`src/rtl/scalar_pkg.sv`:
```
// scalar_pkg: shared widths and the writeback entry type for the scalar datapath.
package scalar_pkg;
    localparam int REG_ADDR_W = 3;
    localparam int DATA_W = 16;
    localparam int NUM_REGS = 8;
    typedef struct packed {
        logic [REG_ADDR_W-1:0] dst;
        logic [DATA_W-1:0] data;
    } wb_entry_t;
    typedef enum logic {SRC_ALU, SRC_LD} wb_src_e;
endpackage

```
`src/rtl/wb_fifo.sv`:
```
// wb_fifo: synchronous FIFO of writeback entries; exposes per-slot contents so
// the owner can scan pending destinations.
module wb_fifo
    import scalar_pkg::*;
#(
    parameter int DEPTH = 4,
    localparam int AW = $clog2(DEPTH),
    localparam int CW = AW + 1
) (
    input  logic clk,
    input  logic rst,
    input  logic push,
    input  wb_entry_t din,
    input  logic pop,
    output wb_entry_t dout,
    output logic full,
    output logic empty,
    output logic [CW-1:0] count,
    output wb_entry_t [DEPTH-1:0] entries,
    output logic [DEPTH-1:0] slot_valid
);
    wb_entry_t [DEPTH-1:0] mem;
    logic [AW-1:0] wr_ptr, rd_ptr;
    logic do_push, do_pop;
    assign full = count == CW'(DEPTH);
    assign empty = count == '0;
    assign do_push = push && !full;
    assign do_pop = pop && !empty;
    assign dout = mem[rd_ptr];
    assign entries = mem;
    always_ff @(posedge clk)
        if (do_push) mem[wr_ptr] <= din;
    always_ff @(posedge clk) begin
        if (rst) begin
            wr_ptr <= '0;
            rd_ptr <= '0;
            count <= '0;
            slot_valid <= '0;
        end else begin
            if (do_push) wr_ptr <= wr_ptr + AW'(1);
            if (do_pop) rd_ptr <= rd_ptr + AW'(1);
            count <= count + CW'(do_push) - CW'(do_pop);
            if (do_pop) slot_valid[rd_ptr] <= 1'b0;
            if (do_push) slot_valid[wr_ptr] <= 1'b1;
        end
    end
endmodule

```
`src/rtl/scalar_writeback.sv`:
```
// scalar_writeback: merges ALU and load results into one registered register-file
// write per cycle and reports which registers have writes in flight.
module scalar_writeback
    import scalar_pkg::*;
#(
    parameter int LD_DEPTH = 4,
    localparam int CW = $clog2(LD_DEPTH) + 1
) (
    input  logic clk,
    input  logic rst,
    input  logic alu_valid,
    input  logic [REG_ADDR_W-1:0] alu_dst,
    input  logic [DATA_W-1:0] alu_data,
    output logic alu_ready,
    input  logic ld_valid,
    input  logic [REG_ADDR_W-1:0] ld_dst,
    input  logic [DATA_W-1:0] ld_data,
    output logic ld_ready,
    output logic wr_en,
    output logic [REG_ADDR_W-1:0] wr_dst,
    output logic [DATA_W-1:0] wr_data,
    output logic [NUM_REGS-1:0] busy,
    output logic [CW-1:0] ld_count
);
    logic hold_v, ld_full, ld_empty, grant_ld, grant_alu;
    wb_entry_t hold, ld_head;
    wb_entry_t [LD_DEPTH-1:0] ld_entries;
    logic [LD_DEPTH-1:0] ld_slot_valid;
    logic [CW-1:0] count;
    logic [NUM_REGS-1:0] pending;
    wb_src_e rr_last;
    wb_fifo #(.DEPTH(LD_DEPTH)) u_fifo (
        .clk(clk),
        .rst(rst),
        .push(ld_valid && ld_ready),
        .din({ld_dst, ld_data}),
        .pop(grant_ld),
        .dout(ld_head),
        .full(ld_full),
        .empty(ld_empty),
        .count(count),
        .entries(ld_entries),
        .slot_valid(ld_slot_valid)
    );
    // A full FIFO wins outright so loads cannot be starved into backpressure.
    assign grant_ld = !ld_empty && (!hold_v || ld_full || rr_last == SRC_ALU);
    assign grant_alu = hold_v && !grant_ld;
    assign alu_ready = !rst && (!hold_v || grant_alu);
    assign ld_ready = !rst && !ld_full;
    assign ld_count = rst ? '0 : count;
    assign busy = rst ? '0 : pending;
    always_ff @(posedge clk) begin
        if (rst) hold_v <= 1'b0;
        else if (alu_valid && alu_ready) begin
            hold_v <= 1'b1;
            hold <= {alu_dst, alu_data};
        end else if (grant_alu) hold_v <= 1'b0;
    end
    always_ff @(posedge clk) begin
        if (rst) rr_last <= SRC_ALU;
        else if (hold_v && !ld_empty && !ld_full) rr_last <= grant_ld ? SRC_LD : SRC_ALU;
    end
    always_ff @(posedge clk) begin
        if (rst) begin
            wr_en <= 1'b0;
            wr_dst <= '0;
            wr_data <= '0;
        end else begin
            wr_en <= grant_ld || grant_alu;
            if (grant_ld) {wr_dst, wr_data} <= ld_head;
            else if (grant_alu) {wr_dst, wr_data} <= hold;
        end
    end
    always_comb begin
        pending = '0;
        if (hold_v) pending[hold.dst] = 1'b1;
        for (int i = 0; i < LD_DEPTH; i++)
            if (ld_slot_valid[i]) pending[ld_entries[i].dst] = 1'b1;
        if (wr_en) pending[wr_dst] = 1'b1;
    end
endmodule
```
`config.mk`:
```
export PLATFORM = sky130hd
export DESIGN_NAME = scalar_writeback
export DESIGN_NICKNAME = d
export VERILOG_FILES = /design/src/rtl/scalar_pkg.sv /design/src/rtl/wb_fifo.sv /design/src/rtl/scalar_writeback.sv
export SDC_FILE = /design/constraint.sdc
export NUM_CORES = 1
export LEC_CHECK = 0
export ABC_AREA = 1
export BUFFER_PORTS_ARGS = -buffer_cell sky130_fd_sc_hd__clkbuf_2
export CAP_MARGIN = 20
export CELL_PAD_IN_SITES_DETAIL_PLACEMENT = 1
export CELL_PAD_IN_SITES_GLOBAL_PLACEMENT = 2
export CORE_ASPECT_RATIO = 0.7
export CORE_MARGIN = 3
export CORE_UTILIZATION = 38
export DETAILED_ROUTE_END_ITERATION = 8
export GPL_TIMING_DRIVEN = 0
export PLACE_DENSITY_LB_ADDON = 0.1
export SLEW_MARGIN = 0
export SYNTH_ARGS = -nofsm -noshare
export SYNTH_HDL_FRONTEND = slang
export SYNTH_SLANG_ARGS = --single-unit
export TNS_END_PERCENT = 50
```
`constraint.sdc`:
```
create_clock -name clk -period 8.8 [get_ports clk]
set_clock_uncertainty 0.1 [all_clocks]
set_input_delay 1.32 -clock clk [delete_from_list [all_inputs] [get_ports clk]]
set_output_delay 1.32 -clock clk [all_outputs]
set_load 0.01 [all_outputs]
```
## Word-level counts from Yosys, hierarchy flattened

Index checks and enable logic that the tools add are counted.

- Bitwise gates (word level): 10
- Muxes and demuxes: 39
- Add/sub/neg operators: 4
- Order comparisons: 16
- Equal/unequal tests: 1
- Reductions and logical operators: 31

Operator list:

| cell | count |
|---|---|
| $bwmux W76 | 1 |
| $mux W8 | 7 |
| $or A8 B8 Y8 | 5 |
| $bmux W19 S2 | 1 |
| $demux W19 S2 | 1 |
| $mux W19 | 2 |
| $mux W16 | 2 |
| $lt A3 B4 Y1 const B | 6 |
| $demux W1 S3 | 6 |
| $ge A3 B1 Y1 const B | 6 |
| $logic_and A1 B1 Y1 | 18 |
| $mux W4 | 3 |
| $mux W1 | 11 |
| $mux W3 | 3 |
| $lt A2 B3 Y1 const B | 2 |
| $logic_not A1 Y1 | 5 |
| $add A2 B1 Y2 const B | 2 |
| $and A4 B4 Y4 | 1 |
| $demux W1 S2 | 2 |
| $ge A2 B1 Y1 const B | 2 |
| $logic_or A1 B1 Y1 | 4 |
| $not A4 Y4 | 1 |
| $or A4 B4 Y4 | 1 |
| $reduce_bool A2 Y1 | 2 |
| 6 further kinds | 7 |

- Word-level logic and storage cells: 120
- Output and inout port bits: 33
- Input bits: 42
- Register bits after elaboration: 128

## Longest topological paths before layout

- Depth after elaboration: 16
- Gate-level depth with buffers: 12
- Gate-level depth less buffers: 10

## By module

A second synthesis with hierarchy kept.

- Cells, all modules: 574
- Area total of the unflattened synthesis: 5740.5 um^2

By module, submodules not included:

| module | area an instance (um^2) | sequential area each (um^2) | cells each | times used |
|---|---|---|---|---|
| wb_fifo | 3478.3 | 2502.4 | 263 | 1 |
| scalar_writeback | 2262.2 | 1011.0 | 311 | 1 |

## Least setup slack after synthesis

No wires, ideal clock.

- Kind: input to register
- Start: input rst
- End: register hold[0] in the netlist's numbering (enable)
- Path slack: 5.488 ns
- Required time: 8.277 ns
- Stages on the path: 1
- Buffers on the path: 0
- Library setup time: 0.423 ns
- Arrival: 2.789 ns
- Cell sequence: nor3b_1

- Cells in the longest elaborated chain, start to end: 4
- Elaborated cells on any way between the ends: 5
- Classes of those cells: bitwise (1); reduce/logical (4)

Ends and longest elaborated chain:

| item | line | RTL |
|---|---|---|
| from (decl) | scalar_writeback.sv:10 | `input logic rst,` |
| $logic_not A1 Y1 | scalar_writeback.sv:48 | `assign alu_ready = !rst && (!hold_v \|\| grant_alu);` |
| $logic_and A1 B1 Y1 | scalar_writeback.sv:48 |  |
| $logic_and A1 B1 Y1 | scalar_writeback.sv:54 | `else if (alu_valid && alu_ready) begin` |
| $reduce_and A2 Y1 (no line) (*) | n/a |  |
| to (signal assigned) | scalar_writeback.sv:56 | `hold <= {alu_dst, alu_data};` |
| to (decl) | scalar_writeback.sv:26 | `wb_entry_t hold, ld_head;` |

Every way passes the cells marked *; elsewhere a longest branch is shown, timed or not.
A chain may end at the register's enable or synchronous reset.

## Final worst setup path

- Start: input rst
- End: output busy[5]

- Cells in the longest elaborated chain, start to end: 1

Ends and longest elaborated chain:

| item | line | RTL |
|---|---|---|
| $mux W8 | scalar_writeback.sv:51 | `assign busy = rst ? '0 : pending;` |
| to (decl) | scalar_writeback.sv:22 | `output logic [NUM_REGS-1:0] busy,` |

Every way passes these cells.

==> metrics.cfg <==
[timing]
fmax_ghz = 0.279
setup_viol = 0
hold_violations = 0
tns_ns = 0
slew_headroom_pct = 32.5
tightestPinTransition_ns = 1.01
maxSlewViolCount = 0
period_needed_ns = 3.58
period_share_pct = 40.7
setup_ws_ns = 5.22
rsz0062_at_grt = no

[cells_and_area]
final_core_util_pct = 48.6
multi_input_area_um2 = 1820
fillCellCount = 1685
layout.nets = 774
postLayoutCellArea_um2 = 6980
mostFrequentLayoutCells = nand2_1, edfxtp_1, inv_1, clkbuf_2, nor2_1
antenna_cells = 0
final_common_cell = nand2_1
areaGrowthSynthToFinish_pct = 21.1
drive_gt1_share_pct = 18.0
seq_area_um2 = 3510

[job]
cap_violations = 0

[die]
core_um2 = 14400
dieArea_um2 = 16700
die_w_um = 153
num_rows = 36
initial_core_util_pct = 40.1
dieHeight_um = 109
io_pins = 75

[route]
drt-vias-per-instance = 4.96
avgRoutedWirePerCell_um = 18.7
drc = 0
drtAntennaViolNets = 0
firstDrtPassIters = 5
wl_um = 17300
drt_iter0_drc = 291
vias = 4580

[worst_setup_path]
max_stage_delay_ns = 0.44
crit_path_end_kind = output port
cp-start-kind = primary input
cp_top_family = buffers and inverters
worstPathRequired_ns = 7.38
crit_type = in -> out
critPathBufInv = 3
critPathSlowestCell = clkbuf_1
worst_ep_arrival_time_ns = 2.16
crit_chain = clkbuf_2 -> clkbuf_1 -> a21oi_1 -> clkbuf_2
path_max_fanout = 10
cp_common_cell = clkbuf_2

[cts]
worstSkewPairLatency_ns = 0.42
htreeDepth = 4
cts_tree = built
cts_setup_buffers = 0
cts_resized = 0
cts.path.max_buffers = 2
cts_root_buf = clkbuf_16
cts.sinks = 128
path_clk_slew_ns = 0.06
cts_made_buffers = 17
postCtsHoldBufs = 0

[global_routing]
grt_max_degree = 20
grt_pass1_wl_um = 27100
grt_use_total_pct = 21.5
grt_pass1_vias = 4789
antenna_found_initial = 1
grt.overflow.total = 0

[logic_synthesis]
synth-seq-cells = 128
synth.distinct_cells = 29
syn_area_per_cell_um2 = 9.20
ys_seq_area_share_pct = 60.9
synthArstFlopShare_pct = 0
synth_warnings = 0
synthCells = 627
synth_area_um2 = 5770
synth-edff-count = 95
ys.flop_type = edfxtp_1
syn-num-nets = 680

[pwr]
p_per_area_nw_per_um2 = 326
p_leak_nw = 3.07
peakVddDrop_uv = 138
power_mw = 2.27

[status]
status = completed

[placed_design]
gp_congestion = 0.801
io_buffer_count = 74
dpl_worst_slack_ns = 5.20
hpwl_um = 12200
place_area_um2 = 6390

[hold_path]
worstHoldPathType = reg -> reg

## routing by layer
metal / part of all wire (%) / vias up / GRT usage (%)
met5: 0.069 / - / 0
met1: 49 / 2196 / 31.2
li1: - / 2235 / -
met3: 6.6 / 18 / 5.87
met4: 0.86 / 2 / 4.70
met2: 44 / 129 / 32.3
## worst reg2reg max path: stages (launching register included)
cell     delay [ns]
dfxtp_1        0.33
buf_4          0.19
nand2_2        0.10
nand2_4        0.11
nand2_4        0.08
inv_2          0.16
buf_6          0.17
nor2_2         0.06
nor3b_2        0.62
buf_6          0.27
## worst paths after layout
kind,start,endpoint,slack [ns],cells past startpoint
max,rst,busy[5],5.22,4
min reg2reg,u_fifo.slot_valid[1],u_fifo.slot_valid[1],0.40,2
max reg2reg,hold_v,hold[15],6.32,9
min,u_fifo.slot_valid[1],u_fifo.slot_valid[1],0.40,2
## power breakdown
part | leakage (nW) | switching [mW] | internal (mW) | total (mW)
logic | 1.64 | 0.522 | 0.248 | 0.771
clock network | 0.292 | 0.307 | 0.405 | 0.712
registers | 1.14 | 0.0577 | 0.734 | 0.792
## cell families after synthesis
kind of cell / after synthesis / share of synthesized area (%)
compound gates: 51 / 4.56
xor+xnor: 2 / 0.304
fa+ha+maj: 11 / 2.52
buf+inv: 104 / 7.59
flops: 128 / 60.9
simple gates: 331 / 24.1
## cell usage after synthesis (2+ instances only)
| library cell | count | area (um2) |
|---|---|---|
| o21ai_0 | 26 | 130 |
| nand2_1 | 184 | 691 |
| nand2_4 | 2 | 22.5 |
| nor3_1 | 4 | 20.0 |
| o21ai_1 | 4 | 20.0 |
| dfxtp_1 | 33 | 661 |
| buf_4 | 5 | 37.5 |
| inv_2 | 2 | 7.51 |
| clkbuf_1 | 11 | 41.3 |
| nor2_1 | 62 | 233 |
| nand2_2 | 3 | 18.8 |
| nand4_1 | 10 | 62.6 |
| ha_1 | 10 | 125 |
| nand3_1 | 61 | 305 |
| inv_1 | 77 | 289 |
| buf_2 | 5 | 25.0 |
| xor2_1 | 2 | 17.5 |
| nor2_2 | 2 | 12.5 |
| buf_6 | 3 | 33.8 |
| edfxtp_1 | 95 | 2850 |
| o211ai_1 | 2 | 15.0 |
| a21oi_1 | 17 | 85.1 |
## sequential cells by signal (all words and copies together) (netlist names)
name / flops
u_fifo.entries: 76
hold: 19
wr_data: 16
u_fifo.slot_valid: 4
u_fifo.count: 3
wr_dst: 3
u_fifo.rd_ptr: 2
u_fifo.wr_ptr: 2
hold_v: 1
rr_last: 1
wr_en: 1
## layout make-up
class,count,share of cell area [%]
clock inverter,15,2.40
timing repair buffer,75,5.46
sequential,128,50.3
buffer,25,2.02
clock buffer,17,6.09
multi-input combinational,395,26.1
tap,190,3.40
inverter,79,4.25
## through the flow
stage          instances  hold WS (ns)
6_report             924         0.400
5_1_grt              924         0.441
4_1_cts              924         0.401
3_5_place_dp         892         0.391
3_3_place_gp         891         0.387
2_1_floorplan        627         0.370
No activity file was read; power rests on OpenSTA's default activity.
